$ cat src/rtl/pc_pkg.sv
// Shared definitions for the next-PC unit: select encoding and default
// architectural vectors.
package pc_pkg;

    typedef enum logic [2:0] {
        SEL_EXC,
        SEL_HOLD,
        SEL_JR,
        SEL_RET,
        SEL_J,
        SEL_BR,
        SEL_SEQ
    } pc_sel_t;

    localparam logic [31:0] DEFAULT_RESET_PC   = 32'h0000_0000;
    localparam logic [31:0] DEFAULT_EXC_VECTOR = 32'h0000_0180;

endpackage

$ cat src/rtl/ras_stack.sv
// Circular return-address stack. When full, a push overwrites the oldest
// entry; a pop on an empty stack is ignored.
module ras_stack #(
    parameter int XLEN      = 32,
    parameter int RAS_DEPTH = 4
) (
    input  logic            clk,
    input  logic            reset,
    input  logic            push,
    input  logic            pop,
    input  logic [XLEN-1:0] push_data,
    output logic [XLEN-1:0] top_data,
    output logic            empty
);

    localparam int PW = $clog2(RAS_DEPTH);
    localparam int CW = $clog2(RAS_DEPTH + 1);

    logic [XLEN-1:0] mem [RAS_DEPTH];
    logic [PW-1:0]   top;
    logic [CW-1:0]   count;
    logic            pop_eff;
    logic [PW-1:0]   wr_ptr;

    assign empty    = (count == '0);
    assign pop_eff  = pop && !empty;
    assign top_data = mem[top];
    // A simultaneous pop and push replaces the current top in place.
    assign wr_ptr   = pop_eff ? top : top + PW'(1);

    always_ff @(posedge clk or posedge reset) begin
        if (reset) begin
            top   <= '0;
            count <= '0;
        end else if (push && !pop_eff) begin
            top <= top + PW'(1);
            if (count != CW'(RAS_DEPTH))
                count <= count + CW'(1);
        end else if (pop_eff && !push) begin
            top   <= top - PW'(1);
            count <= count - CW'(1);
        end
    end

    always_ff @(posedge clk) begin
        if (push)
            mem[wr_ptr] <= push_data;
    end

endmodule

$ cat src/rtl/pc_next_unit.sv
// Architectural PC register with fixed-priority next-PC selection,
// exception vectoring, jr alignment check and return-address stack.
module pc_next_unit
    import pc_pkg::*;
#(
    parameter int              XLEN       = 32,
    parameter logic [XLEN-1:0] RESET_PC   = XLEN'(DEFAULT_RESET_PC),
    parameter logic [XLEN-1:0] EXC_VECTOR = XLEN'(DEFAULT_EXC_VECTOR),
    parameter int              RAS_DEPTH  = 4
) (
    input  logic            clk,
    input  logic            reset,
    input  logic            stall,
    input  logic            exception,
    input  logic            branch,
    input  logic [XLEN-1:0] branch_target,
    input  logic            jump,
    input  logic [XLEN-7:0] jump_index,
    input  logic            jump_reg,
    input  logic [XLEN-1:0] reg_target,
    input  logic            call,
    input  logic            ret,
    output logic [XLEN-1:0] pc,
    output logic [XLEN-1:0] pc_plus4,
    output logic            ras_empty,
    output logic            addr_err
);

    pc_sel_t         sel;
    logic [XLEN-1:0] pc_next;
    logic [XLEN-1:0] ras_top;
    logic            ras_push;
    logic            ras_pop;

    assign pc_plus4 = pc + XLEN'(4);
    assign ras_push = call && !stall && !exception;
    assign ras_pop  = ret  && !stall && !exception;

    always_comb begin
        sel = SEL_SEQ;
        if (exception)               sel = SEL_EXC;
        else if (stall)              sel = SEL_HOLD;
        else if (jump_reg)           sel = SEL_JR;
        else if (ret && !ras_empty)  sel = SEL_RET;
        else if (jump)               sel = SEL_J;
        else if (branch)             sel = SEL_BR;
    end

    always_comb begin
        pc_next = pc_plus4;
        case (sel)
            SEL_EXC:  pc_next = EXC_VECTOR;
            SEL_HOLD: pc_next = pc;
            SEL_JR:   pc_next = reg_target & ~XLEN'(3);
            SEL_RET:  pc_next = ras_top;
            SEL_J:    pc_next = {pc_plus4[XLEN-1:XLEN-4], jump_index, 2'b00};
            SEL_BR:   pc_next = branch_target & ~XLEN'(3);
            default:  pc_next = pc_plus4;
        endcase
    end

    always_ff @(posedge clk or posedge reset) begin
        if (reset) begin
            pc       <= RESET_PC;
            addr_err <= 1'b0;
        end else begin
            pc       <= pc_next;
            addr_err <= (sel == SEL_JR) && (reg_target[1:0] != 2'b00);
        end
    end

    ras_stack #(
        .XLEN      (XLEN),
        .RAS_DEPTH (RAS_DEPTH)
    ) u_ras (
        .clk       (clk),
        .reset     (reset),
        .push      (ras_push),
        .pop       (ras_pop),
        .push_data (pc_plus4),
        .top_data  (ras_top),
        .empty     (ras_empty)
    );

endmodule

$ cat config.mk
export PLATFORM = sky130hd
export DESIGN_NAME = pc_next_unit
export DESIGN_NICKNAME = d
export VERILOG_FILES = /design/src/rtl/pc_pkg.sv /design/src/rtl/ras_stack.sv /design/src/rtl/pc_next_unit.sv
export SDC_FILE = /design/constraint.sdc
export NUM_CORES = 1
export LEC_CHECK = 0
export CAP_MARGIN = 20
export CORE_MARGIN = 4
export CORE_UTILIZATION = 54
export DETAILED_ROUTE_END_ITERATION = 10
export PLACE_DENSITY = 0.84
export SETUP_SLACK_MARGIN = 0.1
export SLEW_MARGIN = 25
export SYNTH_ARGS = -nofsm -noshare
export SYNTH_HDL_FRONTEND = slang
export SYNTH_HIERARCHICAL = 1
export SYNTH_SLANG_ARGS = --single-unit
export TNS_END_PERCENT = 30
$ cat constraint.sdc
create_clock -name clk -period 6.4 [get_ports clk]
set_clock_uncertainty 0.1 [all_clocks]
set_input_delay 1.92 -clock clk [delete_from_list [all_inputs] [get_ports clk]]
set_output_delay 1.92 -clock clk [all_outputs]
set_load 0.1 [all_outputs]
==> results by group, run 1 <==
Detailed routing
  – DRC viols: 0
  – WL/cell: approximately 25 um
  – TritonRoute pass-1 iters: 5
  – Routed wire length: between 20 and 25 mm
  – Via count: roughly 6,000
  – Antenna-violating nets left: 0
  – Vias per inst: 6.52
  – 1st-iter DRT viols: 718

Clocking
  – Max Buffers Root-to-Sink: 2
  – # Post-CTS Setup Buffers: 0
  – Worst-skew pair later-pin latency: about 430 ps
  – Total CTS buffers: 17
  – Clk sinks: approximately 170
  – CTS tree: done
  – CTS-repair resized insts: 0
  – Clock root cell: clkbuf_16
  – H-tree depth: 4
  – CTS hold repair buffers: 0
  – Worst-path clk slew: about 60 ps

Cells and area
  – Share of layout cells above drive strength 1: 0.166
  – Commonest non-fill, non-tap cells in the layout: clkdlybuf4s50_1 (157), edfxtp_1 (128), dfrtp_1 (37), mux4_2 (32), nand2_1 (25)
  – Area of the multi-input gates: roughly 3000 um^2
  – Commonest non-fill, non-tap cell in the layout: clkdlybuf4s50_1
  – Fin nets: 814
  – Fill count: between 800 and 900
  – Layout Area Growth over Synthesis: 30.9%
  – Final core utilization: 0.723
  – Diode count: 0
  – Register Area: roughly 4800 um^2
  – Fin area: 10,500 um^2

Floorplan
  – Die height: roughly 130 um
  – Top Ports: 165
  – Starting Density: 0.553
  – Std cell rows: 44
  – Die width: ~130 um
  – Die area: around 17,000 um^2
  – Core box area: around 15,000 um^2

Synth
  – Cell Area, Synth: approximately 8000 um^2
  – Synth Flop Type: edfxtp_1
  – Cell count after synthesis: ~540
  – Synth cell types: 64
  – Syn nets: around 650
  – Post-synth ARST share: 0.229
  – Sequential share of the synthesized area: 0.597
  – Synthesized flop and latch total: between 150 and 200
  – Synth Area per Inst: 14.8 um^2
  – Synth top area share: 0.479
  – Number of flops mapped to enable cells by yosys: ~130
  – Syn. warnings: 6
  – Yosys top cell by area: edfxtp_1
  – Ranking of synthesized cells by area: edfxtp_1 (48%), dfrtp_1 (12%), mux4_2 (9.0%)

Place
  – Post-DP HPWL: 15.2 mm
  – DP Area: 9860 um^2
  – Place WS: about 1200 ps
  – GPL Wtd Cong: slightly below 0.9
  – I/O Buffers: approximately 160

Timing
  – Slew headroom: 0.290
  – Fmax: 175 MHz
  – Final hold slack: a little over 500 ps
  – Worst-Margin Slew: approximately 1100 ps
  – Final min period: approximately 5700 ps
  – Final Slew Violations: 0
  – Setup-failing EPs final: 0
  – Hold Violations, Final: 0
  – Period utilization: 0.890
  – RSZ-0062 raised after global routing: no
  – TNS Setup: 0 ps
  – Setup slack after layout: roughly 700 ps

Power
  – P_leak: 3.82 nW
  – Comb power frac: 0.349
  – Sw Ratio: 0.357
  – Clock network power share: 0.286
  – Seq pwr share: 0.365
  – Switch Pwr: between 1 and 1.5 mW
  – Internal Power: between 2 and 2.5 mW
  – Peak VDD IR: approximately 0.00023 V
  – Power Density: roughly 360 nW/um^2

GRT
  – Vias in the first global route: approximately 6,200
  – Initial antenna violation count: 2
  – Largest net degree at the start of global routing: 41
  – Gr busiest metal: met2
  – All-Layer GR Usage: 0.276
  – GR Util met2: 0.448
  – GR Overflow Total: 0
  – Met1 GRT Util: 0.344
  – Met3 Use GR: 0.0774
  – First-pass GRT wire length: approximately 34 mm

Critical path
  – Kind of end point of the critical path: primary output
  – Worst endpoint required time: 4380 ps
  – Critical setup path kind: register to primary output
  – WP data arrival: 3680 ps
  – CP Max Fanout: 9
  – Crit start category: register

Run status
  – Status: finished, final reports clean

Flow run
  – Max-cap violations: 0

Min path
  – Min-delay worst type: register to register
cell families (layout without fill, tap and decap cells):
group | Yosys count | in the layout | share of synthesized area
flip-flops | 166 | 166 | 0.597
AO/OA/AOI/OAI | 106 | 106 | 0.106
buffers and inverters | 55 | 233 | 0.0349
adder cells (fa/ha/maj) | 5 | 5 | 0.00779
AND/OR/NAND/NOR | 116 | 116 | 0.0885
multiplexers | 62 | 62 | 0.129
XOR/XNOR | 34 | 34 | 0.0371
path summary, 6_finish.rpt:
check | start | endpoint | slack, ps | depth (start not counted)
worst max register to register | u_ras/count[1] | pc[21] | 3160 | 8
worst max-delay path | pc[10] | pc_plus4[27] | 700 | 5
worst min-delay path | u_ras/count[0] | u_ras/count[0] | 520 | 1
worst min register to register | u_ras/count[0] | u_ras/count[0] | 520 | 1
min in group asynchronous | reset | u_ras/top[1] | 1630 | 2
max in group asynchronous | reset | pc[19] | 3950 | 3
flip-flops by register name, summed over array words and instances (netlist names):
name	flops
u_ras/top	2
u_ras/mem	128
u_ras/count	3
pc	32
addr_err	1
through the flow:
| step | power, mW | cells |
|---|---|---|
| floorplan | 2.38 | 544 |
| global placement | 2.70 | 874 |
| detailed placement | 2.73 | 874 |
| CTS | 3.82 | 905 |
| global route | 3.95 | 906 |
| finish | 3.81 | 906 |
synthesized netlist by cell type (2+ instances only):
library cell and number:
a222oi_1 7, nand2_1 25, nand3_2 3, a211oi_1 5, a32o_1 3, o211ai_1 6
buf_6 3, a2111oi_0 2, nor2_1 22, and3_1 9, buf_2 14, nor4b_4 2
ha_1 5, or2_1 2, a21o_1 6, o2bb2ai_1 2, nand4_1 2, xor2_1 16
a221oi_1 7, o21ai_1 7, edfxtp_1 128, mux2i_1 20, mux2_2 8, nor4_2 8
nand3_1 17, xnor2_1 18, and2_1 3, nor2b_1 2, or3_1 2, a22oi_1 14
o31ai_1 2, mux2_1 2, mux4_2 32, nor3_1 7, inv_1 21, clkbuf_1 8
a311oi_1 2, a21oi_1 12, nand3b_1 2, dfrtp_1 38, a221o_1 7, buf_4 9
o21ai_0 9, o221ai_1 5
final cells by class:
type	count	area share
tap	184	0.0219
timing repair buffer	181	0.168
sequential	166	0.456
clock buffer	22	0.0432
inverter	21	0.00750
clock inverter	9	0.0168
multi-input combinational	323	0.286
per-layer routing:
| metal | up-vias | part of all wire | wire [um] |
|---|---|---|---|
| met5 | - | 0.0010 | 23 |
| met4 | 4 | 0.033 | 741 |
| met3 | 69 | 0.11 | 2440 |
| met2 | 382 | 0.49 | 11200 |
| met1 | 2950 | 0.37 | 8360 |
| li1 | 2503 | - | - |
critical path, stage by stage (launching register included):
cell	delay, ps
dfrtp_1	460
and3_1	380
nand4_2	370
nor4b_2	370
xor2_1	440
clkdlybuf4s50_1	1230
power groups by stage:
| stage | registers (mW) | clock network [mW] | logic [mW] |
|---|---|---|---|
| finish | 1.39 | 1.09 | 1.33 |
| global route | 1.40 | 1.15 | 1.40 |
| CTS | 1.39 | 1.10 | 1.33 |
| detailed placement | 1.41 | 0 | 1.32 |
| global placement | 1.40 | 0 | 1.30 |
| floorplan | 1.58 | 0 | 0.799 |
No activity file was read; power rests on OpenSTA's default activity.
==> run 2, diff against run 1 <==
- CORE_ASPECT_RATIO: not set -> 1.5
- DONT_BUFFER_PORTS: not set -> 1
- PLACE_DENSITY: 0.84 -> 0.69
- clock period: 6.4 -> 5.4 ns (I/O delays scaled with it)
==> results by group, run 2 (synthesis gave the netlist of run 1 again) <==
Cells and area
  – Diode count: 0 (unchanged)
  – Register Area: 4800 um^2 (about the same)
  – Regs by FF count: u_ras/mem (128), pc (32), u_ras/count (3) (unchanged)
  – Layout Area Growth over Synthesis: 17.9% (was 30.9%)
  – Share of layout cells above drive strength 1: 0.322 (was 0.166)
  – Commonest non-fill, non-tap cells in the layout: edfxtp_1 (128), buf_4 (70), dfrtp_1 (34), mux4_2 (32), nand2_1 (25) (was clkdlybuf4s50_1 (157), edfxtp_1 (128), dfrtp_1 (37), mux4_2 (32), nand2_1 (25))
  – Number of flip-flops in the largest register: 128 (unchanged)
  – Reg with most FFs: u_ras/mem (unchanged)
  – Final core utilization: 0.649 (was 0.723)
  – Commonest non-fill, non-tap cell in the layout: edfxtp_1 (was clkdlybuf4s50_1)
  – Fill count: 1,085 (was 878)
  – Area of the multi-input gates: 3180 um^2 (was 3010 um^2)
  – Fin nets: 705 (was 814)

Clocking
  – Max Buffers Root-to-Sink: 2 (unchanged)
  – Worst-path clk slew: 70 ps (was 60 ps)
  – Clock root cell: clkbuf_16 (unchanged)
  – Worst-skew pair later-pin latency: 420 ps (was 430 ps)
  – Clk sinks: 166 (unchanged)
  – # Post-CTS Setup Buffers: 0 (unchanged)
  – CTS tree: done (unchanged)
  – H-tree depth: 4 (unchanged)
  – CTS-repair resized insts: 0 (unchanged)
  – CTS hold repair buffers: 0 (unchanged)
  – Total CTS buffers: 17 (unchanged)

Detailed routing
  – Routed wire length: 22.4 mm (was 22.8 mm)
  – TritonRoute pass-1 iters: 6 (was 5)
  – 1st-iter DRT viols: 404 (was 718)
  – Antenna-violating nets left: 0 (unchanged)
  – DRC viols: 0 (unchanged)
  – Via count: 5,401 (was 5,908)
  – Vias per inst: 6.67 (was 6.52)
  – WL/cell: 27.7 um (was 25.1 um)

Floorplan
  – Top Ports: 165 (unchanged)
  – Die area: 16,900 um^2 (about the same)
  – Core box area: 14,600 um^2 (was 14,500 um^2)
  – Starting Density: 0.550 (was 0.553)
  – Die width: 108 um (was 130 um)
  – Die height: 157 um (was 130 um)
  – Std cell rows: 54 (was 44)

Timing
  – Final hold slack: 524 ps (was 519 ps)
  – Period utilization: 0.903
  – RSZ-0062 raised after global routing: no (unchanged)
  – Final Slew Violations: 0 (unchanged)
  – Final min period: between 4000 and 5000 ps
  – Setup slack after layout: 522 ps (was 702 ps)
  – Worst-Margin Slew: 1120 ps (was 1070 ps)
  – Setup-failing EPs final: 0 (unchanged)
  – Slew headroom: 0.250 (was 0.290)
  – Fmax: ~210 MHz
  – Hold Violations, Final: 0 (unchanged)

GRT
  – All-Layer GR Usage: 0.270 (was 0.276)
  – Largest net degree at the start of global routing: 40 (was 41)
  – Vias in the first global route: 5,716 (was 6,180)
  – GR Overflow Total: 0 (unchanged)
  – Initial antenna violation count: 0 (was 2)
  – First-pass GRT wire length: 33.4 mm (was 34.4 mm)

Critical path
  – CP Max Fanout: 10 (was 9)
  – Kind of end point of the critical path: primary output (unchanged)
  – Critical setup path kind: register to primary output (unchanged)
  – Crit start category: register (unchanged)
  – Worst endpoint required time: 3680 ps (was 4380 ps)
  – WP data arrival: 3160 ps (was 3680 ps)

Power
  – Power Density: 462 nW/um^2 (was 363 nW/um^2)
  – P_leak: 3.52 nW (was 3.82 nW)
  – Peak VDD IR: 0.000344 V (was 0.000227 V)

Place
  – Post-DP HPWL: 15.4 mm (was 15.2 mm)
  – Place WS: 1000 ps (was 1230 ps)
  – I/O Buffers: 0 (was 162)
  – GPL Wtd Cong: 0.901 (was 0.866)

Flow run
  – Max-cap violations: 0 (unchanged)

Min path
  – Min-delay worst type: register to register (unchanged)

Run status
  – Status: finished, final reports clean (unchanged)
==> run 2: cell type report <==
type | count | share of cell area
Sequential cell | 166 | 0.507
Multi-Input combinational cell | 323 | 0.336
Timing Repair Buffer | 72 | 0.0603
Clock buffer | 19 | 0.0457
Tap cell | 196 | 0.0259
Clock inverter | 13 | 0.0170
Inverter | 21 | 0.00833
==> run 2: worst max-delay path: stages (launching register included) <==
cell and delay (ps):
dfrtp_1 350, buf_4 310, ha_1 370, and3_1 290, nand3_2 290, nor3_1 290
xnor2_1 120, inv_1 710
==> run 2: where the power goes <==
group	switching (mW)	total, mW	internal, mW
clock	0.523	1.22	0.698
sequential	0.215	1.74	1.52
combinational	0.938	1.41	0.476
==> run 2: layer usage <==
metal / track usage / vias up / routed length (um)
met5: 0 / - / 0
met4: 0.103 / 0 / 699
met3: 0.0755 / 49 / 2000
met2: 0.465 / 294 / 11700
met1: 0.321 / 2789 / 8010
li1: - / 2269 / -
==> run 2: worst paths after layout <==
check | start | end | slack, ps | depth (start not counted)
worst max-delay path | pc[3] | pc_plus4[16] | 520 | 7
worst min-delay path | u_ras/count[2] | u_ras/count[2] | 520 | 1
max in group asynchronous | reset | pc[28] | 3700 | 2
worst max register to register | pc[3] | u_ras/mem[1][16] | 2240 | 7
worst min register to register | u_ras/count[2] | u_ras/count[2] | 520 | 1
min in group asynchronous | reset | u_ras/top[1] | 890 | 1
==> run 2: per-stage QoR <==
stage / total power [mW] / TNS [ps] / instance area, um^2 / std cells
global route: 4.53 / 0 / 9470 / 810
detailed placement: 3.17 / 0 / 8870 / 778
floorplan: 2.82 / -37.5 / 8040 / 544
CTS: 4.39 / 0 / 9470 / 810
global placement: 3.14 / 0 / 8870 / 778
finish: 4.37 / 0 / 9470 / 810
==> patch, RTL diff (flow settings as in run 2) <==
Reset style: synchronous (`reset`), changed in 2 clocked blocks.
--- a/src/rtl/ras_stack.sv
+++ b/src/rtl/ras_stack.sv
@@ -28,7 +28,7 @@
     // A simultaneous pop and push replaces the current top in place.
     assign wr_ptr   = pop_eff ? top : top + PW'(1);
 
-    always_ff @(posedge clk or posedge reset) begin
+    always_ff @(posedge clk) begin
         if (reset) begin
             top   <= '0;
             count <= '0;
--- a/src/rtl/pc_next_unit.sv
+++ b/src/rtl/pc_next_unit.sv
@@ -59,7 +59,7 @@
         endcase
     end
 
-    always_ff @(posedge clk or posedge reset) begin
+    always_ff @(posedge clk) begin
         if (reset) begin
             pc       <= RESET_PC;
             addr_err <= 1'b0;
Function: differs if reset is asserted again (counterexample within 4 cycles, from zero or initial values and one cycle with reset high); with reset held inactive, the same outputs for 4 cycles.
==> patch against run 2 <==
Register-to-register slack worse by 0.12 ns. Count of clock-buffer cells in the layout increased by 2. Final cell count rose by 5.1%. Setup slack lost 0.18 ns. Wire length increased by 2.1%. Critical path depth down 2. Sequential cell count increased by 2. Fmax down 3.5%. Via count is 6.3% higher. Design area fell by 0.26%. Synthesized area is 0.36% lower. Die area is 0.33% lower. Largest cell class unchanged.
Power is not compared: it rests on default switching activity, and its combinational part moved more than twofold at a synthesized area within 25%.
==> patch: results (changes against run 2) <==
status=finished, final reports clean; crit-path max FO=11 (+1); syn nets=703 (+8.5%); # fillers=1,038 (-4.3%); r2r endpoint=u_ras/mem[1][25]; Reg2Reg Depth=5 (-2); gr usage total=0.270 (+0.000588); sequential fraction of the synthesis area=0.580 (-0.0166); area share of fa/ha/maj cells after synthesis=0.00719 (-0.000597); DR iter-0 viols=507 (+25%); Post-Synthesis Cells=600 (+10%); Largest regs=u_ras/mem (128), pc (32), u_ras/count (3); Slew HR=0.246 (-0.00399); nets@finish=745 (+5.7%); global-route wire length before repair=33,900 µm (+1.4%); wire length per cell=26.9 µm (-2.8%); leakage=0.00322 µW; XOR/XNOR Fraction of Synth Area=0.0263 (-0.0108); vias in the first global route=5,908 (+3.4%); largest net degree at the start of global routing=42 (+5.0%); top cells by count, synth=edfxtp_1, dfxtp_1, a21oi_1, mux4_2, nor2_1; routing usage on met3=0.0755 (unchanged); number of antenna violations at the first check in global routing=1 (+1); DP Wirelength=15,500 µm (+0.92%); Post-Place Cells=819 (+5.3%); via count=5,739 (+6.3%); drt first pass iters=5 (-1); clk_lat worst skew=0.42 ns (about the same); GR Util met2=0.477 (+0.0119); FFs w/ async S/R, synth=0 (-0.229); hold path start=u_ras/top[1]; setup bufs post-CTS=0 (unchanged); Hold EP=u_ras/top[1]; Worst EP arrival=3.33 ns (+0.17 ns); unique cell type count in the Yosys netlist=68 (+6.3%); top area cells in the synthesized netlist=edfxtp_1, dfxtp_1, mux4_2, mux2_2, a21oi_1; reg-to-reg startpoint=pc[3]; drt via density=6.74 (+1.1%); Placer Congestion=0.843 (-6.5%); mux cell area share after synthesis=0.125 (-0.00345); share of post-route cells with drive strength above 1=0.301 (-0.0217); hold depth=2 (+1); Worst R2R Setup Slack=2.12 ns (-0.12 ns); GR Util met1=0.312 (-0.00860); number of flops mapped to enable cells by yosys=128 (unchanged); Synth Area in Compound Gates=0.128 (+0.0221)
## patch: layout make-up
class                   count  area, µm²  share of cell area
flip-flops and latches    168       4650               0.493
well taps                 196        245              0.0260
inverters                  11       41.3             0.00437
repair buffers             70        546              0.0578
clock inverters            11        171              0.0182
multi-input cells         374       3340               0.354
clock buffers              21        450              0.0477
## patch: report_power, final
group	switching, µW	total, µW	leakage, µW	internal [µW]
sequential	38.1	1460	0.00152	1420
clock	498	1290	0.000299	788
combinational	364	512	0.00140	148
## patch: worst max-delay path: stages, from the launching register on
cell,delay (ns)
dfxtp_1,0.31
buf_4,0.31
nand3_1,0.45
or4_1,0.83
nor4_1,0.43
or2_2,0.57
## patch: logic make-up (layout without fill, tap and decap cells)
kind of cell | Yosys count | after routing
AOI/OAI and AO/OA | 142 | 142
xor gates and xnor gates | 24 | 24
adders and majority gates | 4 | 4
buffers and inverters | 58 | 113
DFF | 168 | 168
muxes | 58 | 58
and+or+nand+nor | 146 | 146
## patch: per-layer routing
metal,share of wire,wire (µm)
met4,0.029,674
met2,0.52,12000
met3,0.092,2100
met5,0.00031,7
met1,0.36,8150
## patch: worst max path at each step
stage | start | slack (ns) | endpoint | cells past startpoint
final | pc[3] | 0.35 | pc_plus4[25] | 5
after global placement | pc[3] | 0.85 | pc_plus4[31] | 6
after global routing | pc[3] | 0.17 | pc_plus4[31] | 6
after detailed placement | pc[3] | 0.83 | pc_plus4[31] | 6
after floorplan | pc[7] | -0.17 | pc_plus4[17] | 5
after CTS | pc[3] | 0.38 | pc_plus4[25] | 5
## patch: metrics by stage
step,power (µW),cell area (µm²),utilization,setup slack [ns],hold WS [ns]
finish,3260,9440,0.650,0.347,0.497
global route,3350,9440,0.650,0.168,0.519
CTS,3270,9440,0.650,0.379,0.475
detailed placement,2000,8820,0.607,0.832,0.456
global placement,1990,8820,0.607,0.849,0.436
floorplan,1880,8020,-,-0.166,0.402
